File: config.mk
export PLATFORM = sky130hd
export DESIGN_NAME = dense_layer_ctrl
export DESIGN_NICKNAME = d
export VERILOG_FILES = /design/src/rtl/dense_layer_ctrl.sv
export SDC_FILE = /design/constraint.sdc
export NUM_CORES = 2
export LEC_CHECK = 0
export CORE_MARGIN = 2
export CORE_UTILIZATION = 50
export DETAILED_ROUTE_END_ITERATION = 12
export PLACE_DENSITY = 0.71
export SLEW_MARGIN = 20
export SYNTH_ARGS = -nofsm -noshare
export SYNTH_HDL_FRONTEND = slang
export SYNTH_SLANG_ARGS = --single-unit
File: constraint.sdc
create_clock -name clk -period 4.5 [get_ports clk]
set_input_delay 0.675 -clock clk [delete_from_list [all_inputs] [get_ports clk]]
set_output_delay 0.675 -clock clk [all_outputs]
set_load 0.01 [all_outputs]
File: src/rtl/dense_layer_ctrl.sv
// rtl/dense_layer_ctrl.sv - dense layer controller: index stream, weight-row accumulate, bias, shift, ReLU, output vector
// Optional feature macro: DENSE_LAYER_SATURATE_EN (clamp positive results to the OUT_WIDTH maximum instead of wrapping)
module dense_layer_ctrl #(
  parameter int NODES        = 16,
  parameter int ADDR_WIDTH   = 10,
  parameter int WEIGHT_WIDTH = 8,
  parameter int ACC_WIDTH    = 20,
  parameter int SHIFT        = 4,
  parameter int OUT_WIDTH    = 8
) (
  input  logic                          clk,
  input  logic                          reset,
  input  logic                          idx_valid,
  input  logic [ADDR_WIDTH-1:0]         idx_addr,
  input  logic                          idx_last,
  input  logic                          idx_null,
  output logic                          idx_ready,
  output logic [ADDR_WIDTH-1:0]         wt_addr,
  input  logic [NODES*WEIGHT_WIDTH-1:0] wt_data,
  input  logic                          bias_we,
  input  logic [NODES*WEIGHT_WIDTH-1:0] bias_wdata,
  output logic                          out_valid,
  input  logic                          out_ready,
  output logic [NODES*OUT_WIDTH-1:0]    out_data,
  output logic                          busy
);

  typedef enum logic [2:0] {
    IDLE  = 3'd0,
    ACCUM = 3'd1,
    DRAIN = 3'd2,
    RELU  = 3'd3,
    HOLD  = 3'd4
  } state_t;

  state_t                        state_q, state_d;
  logic                          pend_q, pend_d;
  logic [NODES*ACC_WIDTH-1:0]    acc_q, acc_d;
  logic [NODES*WEIGHT_WIDTH-1:0] bias_q, bias_d;
  logic                          out_valid_q, out_valid_d;
  logic [NODES*OUT_WIDTH-1:0]    out_data_q, out_data_d;

  logic                          accept;
  logic [NODES*ACC_WIDTH-1:0]    acc_add;
  logic [NODES*OUT_WIDTH-1:0]    relu_vec;

  // Entries are only taken while collecting a frame; the weight memory sees the index directly.
  assign idx_ready = (state_q == IDLE) || (state_q == ACCUM);
  assign accept    = idx_valid && idx_ready;
  assign wt_addr   = idx_addr;
  assign out_valid = out_valid_q;
  assign out_data  = out_data_q;
  assign busy      = (state_q != IDLE);

  // Per-lane datapath: weight accumulate and the bias + shift + ReLU result.
  always_comb begin
    logic signed [ACC_WIDTH-1:0] w_ext;
    logic signed [ACC_WIDTH-1:0] b_ext;
    logic signed [ACC_WIDTH-1:0] acc_lane;
    logic signed [ACC_WIDTH-1:0] pre;
    logic signed [ACC_WIDTH-1:0] shifted;
    acc_add  = '0;
    relu_vec = '0;
    w_ext    = '0;
    b_ext    = '0;
    acc_lane = '0;
    pre      = '0;
    shifted  = '0;
    for (int n = 0; n < NODES; n++) begin
      w_ext = {{(ACC_WIDTH-WEIGHT_WIDTH){wt_data[n*WEIGHT_WIDTH+WEIGHT_WIDTH-1]}},
               wt_data[n*WEIGHT_WIDTH +: WEIGHT_WIDTH]};
      b_ext = {{(ACC_WIDTH-WEIGHT_WIDTH){bias_q[n*WEIGHT_WIDTH+WEIGHT_WIDTH-1]}},
               bias_q[n*WEIGHT_WIDTH +: WEIGHT_WIDTH]};
      acc_lane = acc_q[n*ACC_WIDTH +: ACC_WIDTH];
      // Both adds wrap modulo 2^ACC_WIDTH by construction of the width.
      acc_add[n*ACC_WIDTH +: ACC_WIDTH] = acc_lane + w_ext;
      pre     = acc_lane + b_ext;
      shifted = pre >>> SHIFT;
`ifdef DENSE_LAYER_SATURATE_EN
      if (shifted[ACC_WIDTH-1]) begin
        relu_vec[n*OUT_WIDTH +: OUT_WIDTH] = '0;
      end else if ((shifted >> OUT_WIDTH) != '0) begin
        relu_vec[n*OUT_WIDTH +: OUT_WIDTH] = '1;
      end else begin
        relu_vec[n*OUT_WIDTH +: OUT_WIDTH] = OUT_WIDTH'(shifted);
      end
`else
      if (shifted[ACC_WIDTH-1]) begin
        relu_vec[n*OUT_WIDTH +: OUT_WIDTH] = '0;
      end else begin
        relu_vec[n*OUT_WIDTH +: OUT_WIDTH] = OUT_WIDTH'(shifted);
      end
`endif
    end
  end

  // Next-state logic: frame sequencing, pending-row accumulate, bias load and output register.
  always_comb begin
    state_d     = state_q;
    pend_d      = accept && !idx_null;
    acc_d       = acc_q;
    bias_d      = bias_q;
    out_valid_d = out_valid_q;
    out_data_d  = out_data_q;

    // Row data arrives one cycle after its accept, whatever idx_valid is doing now.
    if (pend_q) begin
      acc_d = acc_add;
    end

    // Biases may only change while no frame result is being computed.
    if (bias_we && ((state_q == IDLE) || (state_q == HOLD))) begin
      bias_d = bias_wdata;
    end

    case (state_q)
      IDLE: begin
        acc_d = '0;
        if (accept) begin
          state_d = idx_last ? DRAIN : ACCUM;
        end
      end
      ACCUM: begin
        if (accept && idx_last) begin
          state_d = DRAIN;
        end
      end
      DRAIN: begin
        state_d = RELU;
      end
      RELU: begin
        out_data_d  = relu_vec;
        out_valid_d = 1'b1;
        acc_d       = '0;
        state_d     = HOLD;
      end
      HOLD: begin
        if (out_ready) begin
          out_valid_d = 1'b0;
          state_d     = IDLE;
        end
      end
      default: begin
        state_d = IDLE;
      end
    endcase
  end

  // State and datapath registers; reset discards any frame in flight.
  always_ff @(posedge clk) begin
    if (reset) begin
      state_q     <= IDLE;
      pend_q      <= 1'b0;
      acc_q       <= '0;
      bias_q      <= '0;
      out_valid_q <= 1'b0;
      out_data_q  <= '0;
    end else begin
      state_q     <= state_d;
      pend_q      <= pend_d;
      acc_q       <= acc_d;
      bias_q      <= bias_d;
      out_valid_q <= out_valid_d;
      out_data_q  <= out_data_d;
    end
  end

endmodule

Yosys cells after proc, flatten, opt, wreduce, memory -nomap -nowiden:

Cells that the tools add are included.

* register bits: 581
* bits in latches: 0
* memory bits (writable): 0
* ROM bits: 0
* input bits: 273
* output and inout port bits: 141
* logic and storage cells: 81
* memories kept: 0

* add/sub/neg operators: 32
* $mul: 0
* div/mod/pow operators: 0
* magnitude comparators: 0
* equal/unequal tests: 7
* shift-type cells: 0
* mux-type cells: 23
* bitwise operators: 0
* reductions and logical operators: 13

Operators with widths (number)
* $add 20x8->20: 32
* $mux 8: 16
* $pmux 3 s5: 1
* $mux 3: 3
* $eq 3x2->1 const B: 2
* $logic_and 1x1->1: 4
* $ne 2x2->1 const B: 2
* $eq 3x1->1 const B: 1
* $eq 3x3->1 const B: 1
* $logic_not 3->1: 1
* $reduce_and 3->1: 1
* $reduce_bool 3->1: 1
* $reduce_or 3->1: 1
* $logic_or 1x1->1: 2
* $mux 2: 1
* $ne 2x1->1 const B: 1
* $pmux 1 s2: 1
* $reduce_and 2->1: 1
* $reduce_bool 2->1: 1
* $logic_not 1->1: 1
* $mux 1: 1

Depth between registers and ports, before layout:

* depth in word-level cells: 6
* mapped depth: 11
* mapped depth without buffers: 10

Worst setup path after synthesis:

Ideal clock, no wire load.

* kind: input port to flip-flop
* start: input port wt_data[0]
* end: register acc_q[12]
* setup time: 126 ps
* arrival time: 2707 ps
* required time: 4374 ps
* path slack: 1666 ps
* cell stages on the path: 10
* path buffers: 0
* path through: ha_1 -> fa_1 -> a21o_1 -> a21o_1 -> a211oi_1 -> o31ai_1 -> a21o_1 -> a21oi_1 -> xor2_1 -> o21ai_1

* cells in the longest elaborated chain, start to end: 1

RTL lines
* start: declaration: RTL line 19 `input logic [NODES*WEIGHT_WIDTH-1:0] wt_data,`
* $add 20x8->20: RTL line 76 `acc_add[n*ACC_WIDTH +: ACC_WIDTH] = acc_lane + w_ext;`
* end signal: assignment: RTL line 154 `acc_q <= '0;`
* end signal: assignment: RTL line 161 `acc_q <= acc_d;`
* end: declaration: RTL line 38 `logic [NODES*ACC_WIDTH-1:0] acc_q, acc_d;`

Every way passes these cells.
A chain may end at the register's enable or synchronous reset.

Worst setup path after layout:

* start: input port wt_data[31]
* end: register acc_q[72]

The elaborated chain is that of the path after synthesis.

==> reports/metrics.cfg <==
[hold_path]
hold_class=in2reg

[detailed_routing]
ant_nets=0
firstDrtPassIters=5
routed_wl_um=105000
routed_via_density=5.76
drt_iter0_drc=1669
drc=0
vias=36006
wire_per_inst_um=16.8

[global_route]
grt_pass1_vias=35048
grt_first_pass_wirelength_um=174000
grt_max_degree=129
gr-total-overflow=0
antenna_found_initial=4
grt_usage_pct=24.3

[cts]
clock-sinks=581
ctsHoldBuffers=0
clk_latency_ns=0.62
root_buffer=clkbuf_16
cts_tree=built
postCtsSetupRepairBufs=0
cts_resized=0
cts_max_level=3
numCtsBuffers=71
clk_pin_slew_ns=0.06
clockBufferDepth=3

[floorplan]
initial_core_util_pct=50.3
dieWidth_um=291
coreArea_um2=81700
io_pins=414
rows=105
die_y_um=291
dieArea_um2=84600

[timing]
fin_skew_ns=0.0224
tns_ns=0
relSlewSlack_pct=33.1
rsz0062_at_grt=no
drv_slew=0
tightestPinTransition_ns=1.00
hold_violations=0
holdWs_ns=0.383
fin_crit_sh_pct=68.2
period_minus_slack_ns=3.07
fmax_mhz=326
setup_violations=0

[logic_synthesis]
synth_xor_area_share_pct=7.97
ys_warn_count=0
syn_area_um2=41100
yosysUniqueCellTypes=77
synth-compound-area-share_pct=25.3
yosys-mux-area-fraction_pct=3.09
yosys.area_share.simple_pct=14.3
synth-edff-count=0
yosysSeqAreaShare_pct=28.3
syn_nets=5682
synthCells=4801
synth_fa_ha_area_share_pct=18.8
avgSynthCellArea_um2=8.57
ys.flop_type=dfxtp_1
synth_top_family_by_area=compound AO/OA/AOI/OAI gates
async_reset_ff_share_pct=0
synth_seq_cells=581

[finish]
multiInputGateArea_um2=28600
final_nets=6001
area_growth_pct=18.1
layoutNonFillerInstCount=6248
num-fill-cells=7328
design_area_um2=48600
regArea_um2=11600
drive_gt1_share_pct=3.73

[setup_path]
crit_path_start_kind=input port
required_ns=5.00
crit_type=in2reg
endpoint_kind=flop
arrival_ns=3.56
crit_fanout=16

[run_status]
status=finished, final reports clean

[pwr]
vdd_drop_max_mv=0.260
powerDensity_nw_per_um2=281
p_leak_nw=22.7
power.total_mw=13.7

[placed_design]
dpl.cell_count=6117
port_buffers=393
dp_hpwl_um=75200
gp_congestion=0.861
dpl_cell_area_um2=46000

[flow_run]
maxCapViolCount=0

## power breakdown
group	leakage (nW)	internal, mW	total [mW]	switching [mW]
clock network	1.25	3.91	6.26	2.36
logic	16.7	0.864	1.98	1.12
registers	4.70	5.28	5.42	0.142
## per-layer routing
| layer | vias up | wire (µm) | track usage, % |
|---|---|---|---|
| met4 | 4 | 2280 | 6.46 |
| met2 | 639 | 49300 | 42.0 |
| met5 | - | 24 | 0 |
| met3 | 151 | 4580 | 3.66 |
| met1 | 16807 | 49100 | 31.5 |
| li1 | 18405 | - | - |
## per-stage QoR
step | utilization, % | setup slack, ns
4_1_cts | 59.4 | 1.50
2_1_floorplan | - | 1.67
3_5_place_dp | 56.3 | 0.857
6_report | 59.4 | 1.43
3_3_place_gp | 56.3 | 0.914
5_1_grt | 59.4 | 1.20
## area by class of cell
| cell class | instances | share of cell area (%) |
|---|---|---|
| Multi-Input combinational cell | 3991 | 58.9 |
| Sequential cell | 581 | 24.0 |
| Timing Repair Buffer | 414 | 8.61 |
| Clock buffer | 106 | 4.45 |
| Tap cell | 1070 | 2.76 |
| Clock inverter | 24 | 0.845 |
| Inverter | 61 | 0.471 |
| Antenna cell | 1 | 0.00515 |
## path summary, 6_finish.rpt
check	startpoint	endpoint	slack [ns]	cells past startpoint
max reg2reg	state_q[1]$_SDFFE_PP0P_	acc_q[55]$_SDFFE_PP0P_	1.55	7
min reg2reg	out_data[95]$_SDFFE_PP0P_	out_data[95]$_SDFFE_PP0P_	0.45	2
max	wt_data[31]	acc_q[72]$_SDFFE_PP0P_	1.43	9
min	reset	bias_q[8]$_SDFFE_PP0P_	0.38	2
## kinds of logic after synthesis
logic type | count (synthesis)
AOI/OAI and AO/OA | 1585
xor gates and xnor gates | 374
adders and majority gates | 608
buffers and inverters | 229
DFF | 581
muxes | 127
and+or+nand+nor | 1297
## Yosys cell counts (59+ instances only)
| master | number | share of area (%) |
|---|---|---|
| ha_1 | 592 | 18 |
| dfxtp_1 | 581 | 28 |
| nand2_1 | 486 | 4.4 |
| a21oi_1 | 462 | 5.6 |
| nor2_1 | 383 | 3.5 |
| a21o_1 | 286 | 5.2 |
| xnor2_1 | 215 | 4.6 |
| o21ai_0 | 202 | 2.5 |
| xor2_1 | 159 | 3.4 |
| mux2i_1 | 127 | 3.1 |
| a22o_1 | 118 | 2.5 |
| clkbuf_1 | 116 | 1.1 |
| o21ai_1 | 91 | 1.1 |
| nor3_1 | 75 | 0.91 |
| o21a_1 | 74 | 1.4 |
| nand4_1 | 73 | 1.1 |
| a211oi_1 | 68 | 1.2 |
| inv_1 | 59 | 0.54 |
## flip-flops by register name, summed over array words and instances (netlist names)
| name | flops |
|---|---|
| pend_q | 1 |
| acc_q | 320 |
| bias_q | 128 |
| out_data | 128 |
| state_q | 3 |
| out_valid | 1 |
## cells in the final DEF, fill, tap and decap left out, types with 14 or more instances in the layout
cell type	Yosys	final
mux2i_1	127	127
xnor2_1	215	215
clkbuf_1	116	14
o31ai_1	19	19
a31oi_1	45	45
a211oi_1	68	68
o21bai_1	28	28
ha_1	592	592
clkbuf_16	0	75
o211ai_1	24	24
nand2b_1	45	45
o21ai_0	202	202
nor3_1	75	74
dfxtp_1	581	580
clkdlybuf4s50_1	0	392
o21a_1	74	74
clkbuf_8	0	17
a22o_1	118	118
a211o_1	15	15
or3_1	37	36
fa_1	16	16
inv_1	59	59
nand3_1	52	52
a21o_1	286	286
a21oi_1	462	462
o21ai_1	91	91
nor2_1	383	379
and3_1	39	39
nor2b_1	39	39
buf_4	10	14
xor2_1	159	159
nand4_1	73	73
o2bb2ai_1	15	15
nand2_1	486	484
## critical path: stages
cell	delay, ns
clkdlybuf4s50_1	0.89
ha_1	0.41
a211o_1	0.28
a211oi_1	0.47
o31ai_1	0.23
a21o_1	0.21
a21oi_1	0.17
xor2_1	0.16
o21ai_1	0.07
Note: power is estimated with default switching activity, not from simulation.
